File: src/rtl/priority_encoder_rr_pkg.sv
// Shared definitions for the registered priority encoder.
// Holds the mode encodings and the modulo-N index helper. Both the top and the
// bench rely on these encodings, so they are kept in one place.
package priority_encoder_rr_pkg;

  // Encodings for the mode input.
  localparam logic PRI_MODE_FIXED = 1'b0;
  localparam logic PRI_MODE_RR    = 1'b1;

  // (a + b) mod n for operands already in [0, n). The index space wraps at N
  // rather than at 2^IW, which matters for non-power-of-two widths.
  function automatic int mod_add(input int a, input int b, input int n);
    int sum;
    sum = a + b;
    if (sum >= n) begin
      sum = sum - n;
    end
    return sum;
  endfunction

endpackage

File: src/rtl/priority_encoder_rr_pri_enc_core.sv
// Purpose: combinational highest-set-bit finder over an N-bit vector.
// Latency: zero (pure combinational).
// Backpressure: none; the caller decides when to capture the result.
//
// Ports:
//   vec    in  N   vector to search
//   found  out 1   at least one bit of vec is set
//   idx    out IW  position of the highest set bit (0 when nothing is set)
module pri_enc_core #(
  parameter int N  = 8,
  parameter int IW = $clog2(N)
) (
  input  logic [N-1:0]  vec,
  output logic          found,
  output logic [IW-1:0] idx
);

  always_comb begin
    found = |vec;
    idx   = '0;
    // Ascending scan: the last set bit seen is the highest one.
    for (int i = 0; i < N; i++) begin
      if (vec[i]) begin
        idx = IW'(i);
      end
    end
  end

endmodule

File: src/rtl/priority_encoder_rr.sv
// Purpose: registered N-to-log2(N) priority encoder, fixed or round-robin priority.
// Latency: one cycle from req to out_valid/out_idx/out_onehot.
// Backpressure: while out_valid=1 and out_ready=0 the grant and pointer hold and req is ignored.
//
// Ports:
//   clk         in   1   rising-edge clock
//   rst_n       in   1   asynchronous active-low reset
//   req         in   N   request vector
//   mode        in   1   PRI_MODE_FIXED (bit N-1 highest) or PRI_MODE_RR
//   out_ready   in   1   consumer accepts the current grant
//   out_valid   out  1   grant outputs are valid
//   out_idx     out  IW  encoded index of the granted request
//   out_onehot  out  N   one-hot form of out_idx, zero when out_valid=0
module priority_encoder_rr
  import priority_encoder_rr_pkg::*;
#(
  parameter int N  = 8,
  parameter int IW = $clog2(N)
) (
  input  logic          clk,
  input  logic          rst_n,
  input  logic [N-1:0]  req,
  input  logic          mode,
  input  logic          out_ready,
  output logic          out_valid,
  output logic [IW-1:0] out_idx,
  output logic [N-1:0]  out_onehot
);

  logic [IW-1:0] ptr;
  logic [IW-1:0] base;
  logic [N-1:0]  rot;
  logic          found;
  logic [IW-1:0] rot_idx;
  logic [IW-1:0] winner;
  logic [N-1:0]  winner_onehot;
  logic          load;

  // Round-robin search order is ptr-1, ptr-2, ..., 0, N-1, ..., ptr. Placing
  // req[(base + j) mod N] at rot[j] turns that order into a plain
  // highest-bit-first search, with req[ptr] landing at rot[0] (searched last).
  // Fixed mode uses base=0, so rot equals req and bit N-1 wins.
  assign base = (mode == PRI_MODE_RR) ? ptr : '0;

  always_comb begin
    rot = '0;
    for (int j = 0; j < N; j++) begin
      rot[j] = req[IW'(mod_add(int'(base), j, N))];
    end
  end

  pri_enc_core #(
    .N  (N),
    .IW (IW)
  ) u_core (
    .vec   (rot),
    .found (found),
    .idx   (rot_idx)
  );

  // Undo the rotation, modulo N.
  assign winner = IW'(mod_add(int'(base), int'(rot_idx), N));

  always_comb begin
    winner_onehot = '0;
    for (int i = 0; i < N; i++) begin
      winner_onehot[i] = (winner == IW'(i));
    end
  end

  // A new grant is captured whenever the current one is absent or retiring.
  assign load = !out_valid || out_ready;

  always_ff @(posedge clk or negedge rst_n) begin
    if (!rst_n) begin
      out_valid  <= 1'b0;
      out_idx    <= '0;
      out_onehot <= '0;
      ptr        <= '0;
    end else if (load) begin
      if (found) begin
        out_valid  <= 1'b1;
        out_idx    <= winner;
        out_onehot <= winner_onehot;
        // Fixed-mode grants also move the pointer so a later switch to
        // round-robin continues from the last serviced index.
        ptr        <= winner;
      end else begin
        out_valid  <= 1'b0;
        out_idx    <= '0;
        out_onehot <= '0;
      end
    end
  end

endmodule

File: config.mk
export PLATFORM = sky130hd
export DESIGN_NAME = priority_encoder_rr
export DESIGN_NICKNAME = d
export VERILOG_FILES = /design/src/rtl/priority_encoder_rr_pkg.sv /design/src/rtl/priority_encoder_rr_pri_enc_core.sv /design/src/rtl/priority_encoder_rr.sv
export SDC_FILE = /design/constraint.sdc
export NUM_CORES = 1
export LEC_CHECK = 0
export CORE_MARGIN = 2
export CORE_UTILIZATION = 52
export CTS_BUF_LIST = sky130_fd_sc_hd__clkbuf_8
export DETAILED_ROUTE_END_ITERATION = 10
export PLACE_DENSITY = 0.82
export REMOVE_ABC_BUFFERS = 1
export SYNTH_ARGS = -nofsm -noshare
export SYNTH_HDL_FRONTEND = slang
export SYNTH_HIERARCHICAL = 1
export SYNTH_SLANG_ARGS = --single-unit
File: constraint.sdc
create_clock -name clk -period 3.8 [get_ports clk]
set_input_delay 0.76 -clock clk [delete_from_list [all_inputs] [get_ports clk]]
set_output_delay 0.76 -clock clk [all_outputs]
set_load 0.01 [all_outputs]
## Word-level counts from Yosys, hierarchy flattened

Cells that the tools add are included.

- Register bits: 15
- Input port bits: 12
- Output and inout bits: 12
- Word-level logic and storage cells: 94

- Add/subtract/negate cells: 17
- Order comparisons: 17
- Equal/unequal tests: 7
- Muxes and demuxes: 44
- Reductions and logical operators: 5

Operator list:

| operator | number |
|---|---|
| two-way mux 3 bit | 15 |
| less-than comparator 3 x 5 -> 1 bit, second input constant | 8 |
| >= comparator 4 bit, second input constant | 8 |
| subtractor 3 x 1 -> 3 bit, second input constant | 9 |
| binary-select mux 1 bit (select 3 bit) | 8 |
| two-way mux 1 bit | 18 |
| adder 3 x 3 -> 4 bit, second input constant | 4 |
| == test 3 bit, second input constant | 4 |
| adder 3 x 2 -> 4 bit, second input constant | 2 |
| two-way mux 8 bit | 1 |
| OR reduction 8 bit | 1 |
| == test 3 x 2 -> 1 bit, second input constant | 2 |
| adder 3 x 1 -> 4 bit, second input constant | 1 |
| adder 3 x 3 -> 4 bit | 1 |
| >= comparator 3 x 4 -> 1 bit, second input constant | 1 |
| two-way mux 2 bit | 2 |
| == test 3 x 1 -> 1 bit, second input constant | 1 |
| zero test 3 bit | 1 |
| AND reduction 2 bit | 1 |
| zero test 1 bit | 1 |
| logical OR 1 bit | 1 |

## Logic depth before layout (Yosys ltp)

Gate-level depths: netlist of run 1.

- Word-level depth: 19
- Depth in mapped cells: 14
- Gate-level depth less buffers: 13

## Modules after synthesis

Netlist of run 1, hierarchy kept.

Modules (own cells, without submodules):

| module | times used | cells an instance | area each (um^2) | seq. area each (um^2) |
|---|---|---|---|---|
| priority_encoder_rr | 1 | 97 | 1,078.5 | 375.4 |
| pri_enc_core | 1 | 12 | 66.3 | 0.0 |

## Least setup slack after synthesis of run 1

OpenSTA, ideal clock, no wires.

- Path type: input port to flip-flop
- From: input mode
- To: register out_onehot[2]
- Setup time: 0.083 ns
- Arrival: 3.537 ns
- Data required time: 3.717 ns
- Slack: 0.180 ns
- Stages: 13
- Buffers on the path: 1
- Path through: buf_8 > nand2_8 > inv_1 > ha_1 > xor2_1 > mux4_2 > a21oi_1 > o31ai_2 > ha_1 > inv_1 > fa_1 > or4_1 > o21ai_0

- Longest elaborated chain between the ends: 19
- Elaborated cells between the ends (all ways): 70
- Those cells by class: add/sub (17); order compare (9); eq/ne (1); mux (42); reduce/logical (1)

RTL lines:

| element | line | RTL |
|---|---|---|
| start, declared | priority_encoder_rr.sv:23 | `input logic mode,` |
| two-way mux 3 bit * | priority_encoder_rr.sv:43 | `assign base = (mode == PRI_MODE_RR) ? ptr : '0;` |
| adder 3 x 1 -> 4 bit * | priority_encoder_rr_pkg.sv:14 | `sum = a + b;` |
| >= comparator 4 bit or subtractor 3 x 1 -> 3 bit (tied branches) | priority_encoder_rr_pkg.sv:15, priority_encoder_rr_pkg.sv:16 |  |
| two-way mux 3 bit * | priority_encoder_rr_pkg.sv:15 | `if (sum >= n) begin` |
| binary-select mux 1 bit (select 3 bit) * | priority_encoder_rr.sv:48 | `rot[j] = req[IW'(mod_add(int'(base), j, N))];` |
| two-way mux 1 bit (not written as such) * (2 in a row) | priority_encoder_rr.sv:48 |  |
| named net rot[1] | priority_encoder_rr.sv:32 | `logic [N-1:0] rot;` |
| two-way mux 1 bit * | priority_encoder_rr_pri_enc_core.sv:23 | `if (vec[i]) begin` |
| two-way mux 2 bit * (2 in a row) | priority_encoder_rr_pri_enc_core.sv:23 |  |
| two-way mux 3 bit * (4 in a row) | priority_encoder_rr_pri_enc_core.sv:23 |  |
| named net rot_idx[0] | priority_encoder_rr.sv:34 | `logic [IW-1:0] rot_idx;` |
| adder 3 x 3 -> 4 bit * | priority_encoder_rr_pkg.sv:14 |  |
| >= comparator 4 bit or subtractor 3 x 1 -> 3 bit (tied branches) | priority_encoder_rr_pkg.sv:15, priority_encoder_rr_pkg.sv:16 |  |
| two-way mux 3 bit * | priority_encoder_rr_pkg.sv:15 |  |
| == test 3 x 2 -> 1 bit * | priority_encoder_rr.sv:67 | `winner_onehot[i] = (winner == IW'(i));` |
| two-way mux 8 bit * | priority_encoder_rr.sv:81 | `if (found) begin` |
| end signal, assigned | priority_encoder_rr.sv:84 | `out_onehot <= winner_onehot;` |
| end, declared | priority_encoder_rr.sv:27 | `output logic [N-1:0] out_onehot` |

Mark *: on every way through the listed nets, which the timed path passes. The rest lies on a longest branch. The select of a mux whose other input is x is not followed.
A chain may end at the register's enable or synchronous reset.

## Final worst setup path of run 1

- From: input mode
- To: register out_onehot[6]

- Elaborated cells between the ends (all ways): 70
- Those cells by class: add/sub (17); order compare (9); eq/ne (1); mux (42); reduce/logical (1)

RTL lines:

| element | line |
|---|---|
| two-way mux 3 bit * | priority_encoder_rr.sv:43 |
| adder 3 x 3 -> 4 bit * | priority_encoder_rr_pkg.sv:14 |
| >= comparator 4 bit or subtractor 3 x 1 -> 3 bit (tied branches) | priority_encoder_rr_pkg.sv:15, priority_encoder_rr_pkg.sv:16 |
| two-way mux 3 bit * | priority_encoder_rr_pkg.sv:15 |
| binary-select mux 1 bit (select 3 bit) * | priority_encoder_rr.sv:48 |
| two-way mux 1 bit (not written as such) * (2 in a row) | priority_encoder_rr.sv:48 |
| named net rot[5] | priority_encoder_rr.sv:32 |
| two-way mux 3 bit * (3 in a row) | priority_encoder_rr_pri_enc_core.sv:23 |
| named net rot_idx[0] | priority_encoder_rr.sv:34 |
| adder 3 x 3 -> 4 bit * | priority_encoder_rr_pkg.sv:14 |
| >= comparator 4 bit or subtractor 3 x 1 -> 3 bit (tied branches) | priority_encoder_rr_pkg.sv:15, priority_encoder_rr_pkg.sv:16 |
| two-way mux 3 bit * | priority_encoder_rr_pkg.sv:15 |
| == test 3 bit * | priority_encoder_rr.sv:67 |
| two-way mux 8 bit * | priority_encoder_rr.sv:81 |

Marks and branches as above.

==> results of run 1 <==
per-layer routing:
metal	wire length, um	share of wire [%]	GRT usage [%]	vias up
met5	0	0	0	-
met4	15	0.55	2.703	0
met3	113	4.2	4.386	2
met2	1387	51	38.96	41
met1	1201	44	30.11	538
li1	-	-	-	492
flip-flops by register name (all words and copies together) (netlist names):
name and cells:
out_valid 1, out_idx 3, ptr 3, out_onehot 8
worst min-delay path: cells and delay by family (launching register included):
kind	cells	cell delay [ns]
AOI/OAI and AO/OA	1	0.06
and+or+nand+nor	1	0.04
DFF	1	0.34
power breakdown:
group / switching (mW) / internal (mW)
Sequential: 0.0538 / 0.227
Clock: 0.0536 / 0.0725
Combinational: 0.429 / 0.460
Total: 0.536 / 0.760
logic make-up after synthesis:
family / share of synthesized area (%)
xor+xnor: 3.825
compound gates: 23.17
simple gates: 13.34
flops: 32.79
buf+inv: 5.245
mux: 16.61
fa+ha+maj: 5.028
cells in the final DEF (no fill, tap or decap), drive strengths merged, types with 2 or more instances in the layout:
| cell | count |
|---|---|
| a21oi | 2 |
| mux2 | 4 |
| a22o | 10 |
| mux2i | 4 |
| xor2 | 4 |
| mux4 | 4 |
| a211oi | 4 |
| ha | 3 |
| dfrtp | 15 |
| and3b | 2 |
| clkbuf | 3 |
| clkdlybuf4s50 | 22 |
| o22ai | 4 |
| o21ai | 9 |
| o31ai | 2 |
| o2bb2ai | 5 |
| nand2 | 10 |
| inv | 7 |
| buf | 17 |
| nor2 | 5 |
cell type report:
cell class	instances	area, um2
flip-flops and latches	15	375.4
multi-input cells	83	732.0
clock buffers	3	41.29
inverters	7	26.28
well taps	27	33.78
clock inverters	1	5.005
fillers	129	450.4
repair buffers	40	357.8
final timing paths:
kind | end | from | slack [ns]
min | out_idx[0] | out_idx[0] | 0.48
max | out_onehot[6] | mode | 0.12
min reg2reg | out_idx[0] | out_idx[0] | 0.48
max in group asynchronous | out_idx[2] | rst_n | 2.46
min in group asynchronous | out_onehot[1] | rst_n | 0.91
max reg2reg | out_onehot[6] | ptr[0] | 0.49
timing repair:
item / in CTS / in global routing
endpoints found under the setup margin: 10 / 6
cloned: 0 / 0
resized for setup: 1 / 5
==> reports/results.txt, run 1 <==
Layout cell share with drive strength beyond 1 -> 26.17%
Hold crit path type -> flop to flop
Seq/Total Area, Yosys -> 32.79%
Clk buf depth -> 2
Syn-to-layout area delta -> 37.27%
Kind of critical path -> primary input to flop
Worst hold margin -> 0.4848 ns
Dpl ws -> -0.3941 ns
First-pass GRT wire length -> 4450 um
Sink Count -> 15
Setup ws final -> 0.1154 ns
CP cell instances -> clkdlybuf4s15_1 > nand2_1 > inv_1 > ha_2 > mux4_2 > a21oi_2 > o31ai_2 > ha_1 > inv_1 > fa_1 > or4_1 > o21ai_0
Cell family with most CP delay -> adder cells
Mean Syn Cell Area -> 10.50 um2
Initial Utilization -> 56.62%
Max Fclk -> 0.2714 GHz
Dominant cell by count in the synthesized netlist -> dfrtp_1
Pin count of the biggest net entering global routing -> 22
RSZ-0062 raised after global routing -> no
Critical-path top delay cell -> mux4_2
Worst endpoint required time -> 3.96 ns
Total track usage -> 22.56%
Nets -> 166
Vias -> 1,073
CP max FO -> 4
Count of input and output buffers -> 23
Final core utilization -> 77.72%
Max VDD drop -> 0.6552 mV
Post-route non-filler standard cell count -> 176
Max_cap viols -> 0
WP buf/inv -> 3
Synth Flop Type -> dfrtp_1
Max-slew violations -> 0
CTS tree -> built
Diodes inserted -> 0
YS warnings -> 6
CORE AREA -> 2022 um2
Crit start category -> primary input
FP Rows -> 16
Die Y -> 50.92 um
EDFF count, synth -> 0
Post-CTS setup buffer count -> 0
Critical path depth -> 12
Hold Vio Cnt, Final -> 0
Most frequent CP cell -> inv_1
Clock transition at path regs -> 0.06 ns
Synthesized cell area -> 1145 um2
Synth unique cells -> 36
Leak Pwr -> 0.6999 nW
Drt first pass iters -> 4
Overflow left after global routing -> 0
Placed Instances -> 172
Horiz. Die Dim -> 50.92 um
Endpoints failing setup -> 0
Number of vias per cell -> 6.097
Final worst path period need -> 3.685 ns
Fin Clk Skew -> 0.006116 ns
Flops & latches, synth -> 15
Die ar. -> 2593 um2
HPWL Detailed -> 2115 um
CTS buffer count -> 3
Top post-synthesis cells by count -> dfrtp_1 (15), a22o_1 (10), o21ai_0 (9)
CP endpoint kind -> flop
Worst-Margin Slew -> 0.6569 ns
Clk_lat worst skew -> 0.25 ns
Fin Setup TNS -> 0 ns
Vias in the first global route -> 994
CTS H-tree lvls -> 1
Pwr Total -> 1.296 mW
Yosys top cell area share -> 32.79%
Pwr per Cell Area -> 824.8 nW/um2
Final Wtd Congestion -> 0.8505
Largest cells by area after synthesis -> dfrtp_1 (33%), mux4_2 (7.9%), a22o_1 (7.7%), mux2_4 (5.2%), o21ai_0 (3.9%)
Slowest cell delay on critical path -> 0.56 ns
Area after DPL -> 1503 um2
Post-Syn Instances -> 109
Largest area contributor in the synthesized netlist -> dfrtp_1
Final WL -> 2718 um
WL/cell -> 15.44 um
Routed Antenna Nets -> 0
Root buffer cell -> clkbuf_8
Detailed-route DRC error count -> 0
Reg2reg path depth -> 11
Initial DRC Count -> 30
Initial antenna violation count -> 0
Outcome -> completed
Post-synth ARST share -> 100.0%
Final worst-path cycle share -> 96.96%
Slew headroom -> 56.07%
Cts hold-fix bufs -> 0
Hold path depth -> 2
Worst EP arrival -> 3.85 ns
I/O pins -> 24
Design Area, Final -> 1572 um2
Note: power is estimated with default switching activity, not from simulation.
==> run 2, diff against run 1 <==
--- a/config.mk
+++ b/config.mk
@@ -5,7 +5,6 @@
 export SDC_FILE = /design/constraint.sdc
 export NUM_CORES = 1
 export LEC_CHECK = 0
-export CORE_MARGIN = 2
 export CORE_UTILIZATION = 52
 export CTS_BUF_LIST = sky130_fd_sc_hd__clkbuf_8
 export DETAILED_ROUTE_END_ITERATION = 10
==> reports/results.txt, run 2 (synthesis results as in run 1) <==
Endpoints failing setup -> 0
Slew headroom -> 56.36%
WP buf/inv -> 4
Horiz. Die Dim -> 48.92 um
CORE AREA -> 2022 um2
Leak Pwr -> 0.7185 nW
Max VDD drop -> 0.6807 mV
Placed Instances -> 175
First-pass GRT wire length -> 5209 um
Final WL -> 3128 um
FP Rows -> 16
Cts hold-fix bufs -> 0
Critical-path top delay cell -> clkdlybuf4s50_1
RSZ-0062 raised after global routing -> no
CP endpoint kind -> flop
Pin count of the biggest net entering global routing -> 22
Register area -> 375.4 um2
Worst endpoint required time -> 3.96 ns
Nets -> 169
Worst-Margin Slew -> 0.6525 ns
Max-slew violations -> 0
Sink Count -> 15
P_int -> 0.7937 mW
CTS H-tree lvls -> 1
Fin Clk Skew -> 0.003529 ns
Initial antenna violation count -> 0
Count of input and output buffers -> 23
Slowest cell delay on critical path -> 0.54 ns
Largest Register -> out_onehot
I/O pins -> 24
Setup ws final -> 0.2008 ns
Worst EP arrival -> 3.76 ns
Hold Vio Cnt, Final -> 0
Multi-input gate area -> 734.5 um2
Largest register FFs -> 8
Initial Utilization -> 56.62%
Hold crit path type -> flop to flop
CP cell instances -> clkdlybuf4s50_1 > mux2i_1 > a22o_1 > a211oi_1 > buf_4 > inv_1 > a21oi_1 > o31ai_2 > ha_1 > inv_1 > fa_1 > or4_1 > o21ai_0
Pwr per Cell Area -> 848.7 nW/um2
Most frequent CP cell -> inv_1
Detailed-route DRC error count -> 0
Fill count -> 138
Routed Antenna Nets -> 0
Crit start category -> primary input
Kind of critical path -> primary input to flop
Total track usage -> 29.37%
Syn-to-layout area delta -> 40.00%
Root buffer cell -> clkbuf_8
Commonest non-fill, non-tap cell in the layout -> clkdlybuf4s50_1
Final worst path period need -> 3.599 ns
Die ar. -> 2393 um2
Drt first pass iters -> 4
CTS tree -> built
Sw power -> 0.5665 mW
Clock share of power -> 9.0%
Initial DRC Count -> 22
WL/cell -> 17.47 um
Clk_lat worst skew -> 0.25 ns
HPWL Detailed -> 2471 um
Layout cell share with drive strength beyond 1 -> 28.29%
Final worst-path cycle share -> 94.72%
Max Fclk -> 0.2778 GHz
Dpl ws -> -0.4516 ns
Number of vias per cell -> 5.989
Outcome -> completed
Vias in the first global route -> 1,105
Max_cap viols -> 0
Vias -> 1,072
Final Wtd Congestion -> 0.8276
Post-CTS setup buffer count -> 0
Net Sw Frac -> 41.65%
Biggest regs -> out_onehot (8), out_idx (3), ptr (3)
Clock transition at path regs -> 0.06 ns
Diodes inserted -> 0
Cell family with most CP delay -> compound AO/OA/AOI/OAI gates
Commonest non-fill, non-tap cells in the layout -> clkdlybuf4s50_1 (22), buf_4 (19), dfrtp_1 (15), a22o_1 (10), o21ai_0 (9)
CP max FO -> 4
Overflow left after global routing -> 0
Sequential share of power -> 20.8%
Clk buf depth -> 2
Post-route non-filler standard cell count -> 179
Die Y -> 48.92 um
CTS buffer count -> 3
Combinational share of power -> 70.2%
run 2: cell types whose count changed in the layout (fill, tap and decap cells not counted), sizes merged:
cell	change
buf	+3
clkbuf	+1
clkdlybuf4s15	-1
clkinv	-1
inv	+1
run 2: path summary, 6_finish.rpt:
| path | from | depth (start not counted) | slack [ns] | end |
|---|---|---|---|---|
| min in group asynchronous | rst_n | 1 | 0.92 | out_onehot[5] |
| max | req[4] | 13 | 0.20 | out_onehot[6] |
| max in group asynchronous | rst_n | 1 | 2.47 | out_onehot[2] |
| max reg2reg | ptr[0] | 11 | 0.49 | out_onehot[6] |
| min | out_idx[0] | 2 | 0.48 | out_idx[0] |
| min reg2reg | out_idx[0] | 2 | 0.48 | out_idx[0] |
run 2: per-layer routing:
layer / global-route usage (%) / routed length (um) / vias to the layer above
met4: 10.29 / 65 / 0
li1: - / - / 497
met1: 34.27 / 1301 / 527
met5: 0 / 0 / -
met2: 50.93 / 1622 / 40
met3: 8.723 / 138 / 8
run 2: tightest hold or removal path, delay by kind of cell (launching register included):
| family | cells | cell delay (ns) |
|---|---|---|
| DFF | 1 | 0.34 |
| AOI/OAI and AO/OA | 1 | 0.06 |
| and+or+nand+nor | 1 | 0.04 |
run 2: layout make-up:
class / instances / share of cell area (%)
Multi-Input combinational cell: 83 / 45.82
Clock inverter: 1 / 0.2342
Clock buffer: 3 / 2.576
Tap cell: 27 / 2.108
Sequential cell: 15 / 23.42
Inverter: 7 / 1.639
Timing Repair Buffer: 43 / 24.20
run 2: per-stage QoR:
step	utilization, %	total power, mW	hold WS (ns)	setup TNS [ns]	cell area (um2)
6_report	79.27	1.360	0.4785	0	1603
2_1_floorplan	-	0.7845	0.4644	0	1111
5_1_grt	79.27	1.458	0.5319	0	1603
3_3_place_gp	76.05	1.152	0.4671	-2.503	1538
4_1_cts	78.84	1.342	0.4884	0	1594
3_5_place_dp	76.05	1.205	0.4754	-4.050	1538
run 2: timing repair:
item / CTS / global route
hold endpoints to repair: 0 / 0
setup endpoints to repair: 12 / 4
gates resized for setup: 3 / 5
run 2: power by group through the flow:
| stage | logic [mW] | clock network [mW] | registers, mW |
|---|---|---|---|
| 2_1_floorplan | 0.478 | 0 | 0.307 |
| 3_3_place_gp | 0.873 | 0 | 0.279 |
| 3_5_place_dp | 0.919 | 0 | 0.286 |
| 4_1_cts | 0.935 | 0.125 | 0.282 |
| 5_1_grt | 1.03 | 0.135 | 0.292 |
| 6_report | 0.954 | 0.123 | 0.283 |
==> run 3, diff against run 2 <==
--- a/config.mk
+++ b/config.mk
@@ -8,7 +8,7 @@
 export CORE_UTILIZATION = 52
 export CTS_BUF_LIST = sky130_fd_sc_hd__clkbuf_8
 export DETAILED_ROUTE_END_ITERATION = 10
-export PLACE_DENSITY = 0.82
+export PLACE_DENSITY = 0.8
 export REMOVE_ABC_BUFFERS = 1
 export SYNTH_ARGS = -nofsm -noshare
 export SYNTH_HDL_FRONTEND = slang
==> reports/results.txt, run 3 (synthesis results as in run 1) <==
Outcome -> completed
Pwr per Cell Area -> 814.2 nW/um2
Sequential share of power -> 21.8%
Initial Utilization -> 56.62%
CP max FO -> 5
Slew headroom -> 57.88%
Critical-path top delay cell -> mux4_2
CP endpoint kind -> flop
WP buf/inv -> 4
Hold Vio Cnt, Final -> 0
Worst EP arrival -> 3.89 ns
FP Rows -> 16
Max-slew violations -> 0
Final core utilization -> 77.35%
Detailed-route DRC error count -> 0
Cell family with most CP delay -> adder cells
Initial antenna violation count -> 0
Sink Count -> 15
CORE AREA -> 2022 um2
CTS tree -> built
Combinational share of power -> 67.8%
Largest Register -> out_onehot
Hold crit path type -> flop to flop
Clk_lat worst skew -> 0.26 ns
Hold endpoint -> out_onehot[2]
Count of input and output buffers -> 23
Kind of critical path -> primary input to flop
Total track usage -> 23.58%
Clock transition at path regs -> 0.07 ns
Commonest non-fill, non-tap cell in the layout -> clkdlybuf4s50_1
Slowest cell delay on critical path -> 0.57 ns
Placed Instances -> 173
Sw power -> 0.5174 mW
Reg2reg path depth -> 10
HPWL Detailed -> 2026 um
Die ar. -> 2393 um2
Origin of the critical flop-to-flop path -> ptr[0]
Drt first pass iters -> 4
Hold path depth -> 2
Die Y -> 48.92 um
Most frequent CP cell -> inv_1
Fill count -> 133
Cts hold-fix bufs -> 0
Post-CTS setup buffer count -> 0
Reg2Reg Capture Point -> out_onehot[4]
Routed Antenna Nets -> 0
Pin count of the biggest net entering global routing -> 22
Design Area, Final -> 1564 um2
Setup ws final -> 0.1150 ns
Biggest regs -> out_onehot (8), out_idx (3), ptr (3)
Net Sw Frac -> 40.63%
Vias in the first global route -> 927
Layout cell share with drive strength beyond 1 -> 24.67%
Root buffer cell -> clkbuf_8
Clock share of power -> 10.4%
Fin Clk Skew -> 0.01059 ns
Max Fclk -> 0.2714 GHz
Worst hold margin -> 0.4881 ns
Overflow left after global routing -> 0
Nets -> 167
Diodes inserted -> 0
WL/cell -> 14.58 um
Max_cap viols -> 0
CTS buffer count -> 3
Dpl ws -> -0.4054 ns
First-pass GRT wire length -> 4229 um
Leak Pwr -> 0.7003 nW
P_int -> 0.7560 mW
Worst-Margin Slew -> 0.6298 ns
Area after DPL -> 1510 um2
Horiz. Die Dim -> 48.92 um
Final WL -> 2580 um
Initial DRC Count -> 26
Final worst path period need -> 3.685 ns
Post-route non-filler standard cell count -> 177
CP cell instances -> clkdlybuf4s15_1 > nand2_1 > inv_1 > ha_1 > mux4_2 > o31ai_1 > inv_1 > fa_1 > buf_4 > nor4b_1 > a22o_1
Endpoints failing setup -> 0
Syn-to-layout area delta -> 36.61%
Clk buf depth -> 2
Largest register FFs -> 8
Commonest non-fill, non-tap cells in the layout -> clkdlybuf4s50_1 (22), buf_4 (18), dfrtp_1 (15), a22o_1 (10), o21ai_0 (9)
Fin Setup TNS -> 0 ns
Final Wtd Congestion -> 0.8620
Vias -> 1,015
Worst endpoint required time -> 4.00 ns
Crit start category -> primary input
Pwr Total -> 1.273 mW
R2R setup slack -> 0.47 ns
Hold path start -> out_onehot[2]
Worst Setup SP -> mode
Number of vias per cell -> 5.734
I/O pins -> 24
CTS H-tree lvls -> 1
Final worst-path cycle share -> 96.97%
Max VDD drop -> 0.5928 mV
[run 3: worst max-delay path by stage]
stage,to,cells past startpoint
after floorplan,out_onehot[2],12
after global routing,out_onehot[6],11
after detailed placement,out_onehot[2],13
final,out_onehot[4],11
after CTS,out_onehot[2],13
after global placement,out_onehot[4],11
[run 3: power groups by stage]
stage | clock network (mW) | logic (mW) | registers [mW]
finish | 0.132 | 0.863 | 0.278
global route | 0.143 | 0.936 | 0.287
CTS | 0.136 | 0.856 | 0.278
detailed placement | 0 | 0.850 | 0.281
global placement | 0 | 0.837 | 0.277
floorplan | 0 | 0.478 | 0.307
[run 3: tightest hold or removal path, delay by kind of cell, from the launching register on]
kind	cells	cell delay, ns
and+or+nand+nor	1	0.05
AOI/OAI and AO/OA	1	0.06
DFF	1	0.35
[run 3: layout make-up]
cell class,instances,area (um2),area share (%)
clock inverters,1,5.005,0.3200
multi-input cells,83,716.9,45.84
clock buffers,3,41.29,2.640
inverters,7,26.28,1.680
well taps,27,33.78,2.160
repair buffers,41,365.4,23.36
flip-flops and latches,15,375.4,24.00
[run 3: routing by layer]
metal  GRT usage, %  vias up  share of wire [%]
li1               -      494                  -
met1          31.58      485                 45
met2          37.73       31                 48
met3          4.673        5                4.9
met4          8.824        0                1.5
met5              0        -                  0
[run 3: repair_timing]
| item | in CTS | in global routing |
|---|---|---|
| resized for setup | 1 | 2 |
| setup endpoints to repair | 8 | 3 |
| hold endpoints to repair | 0 | 0 |
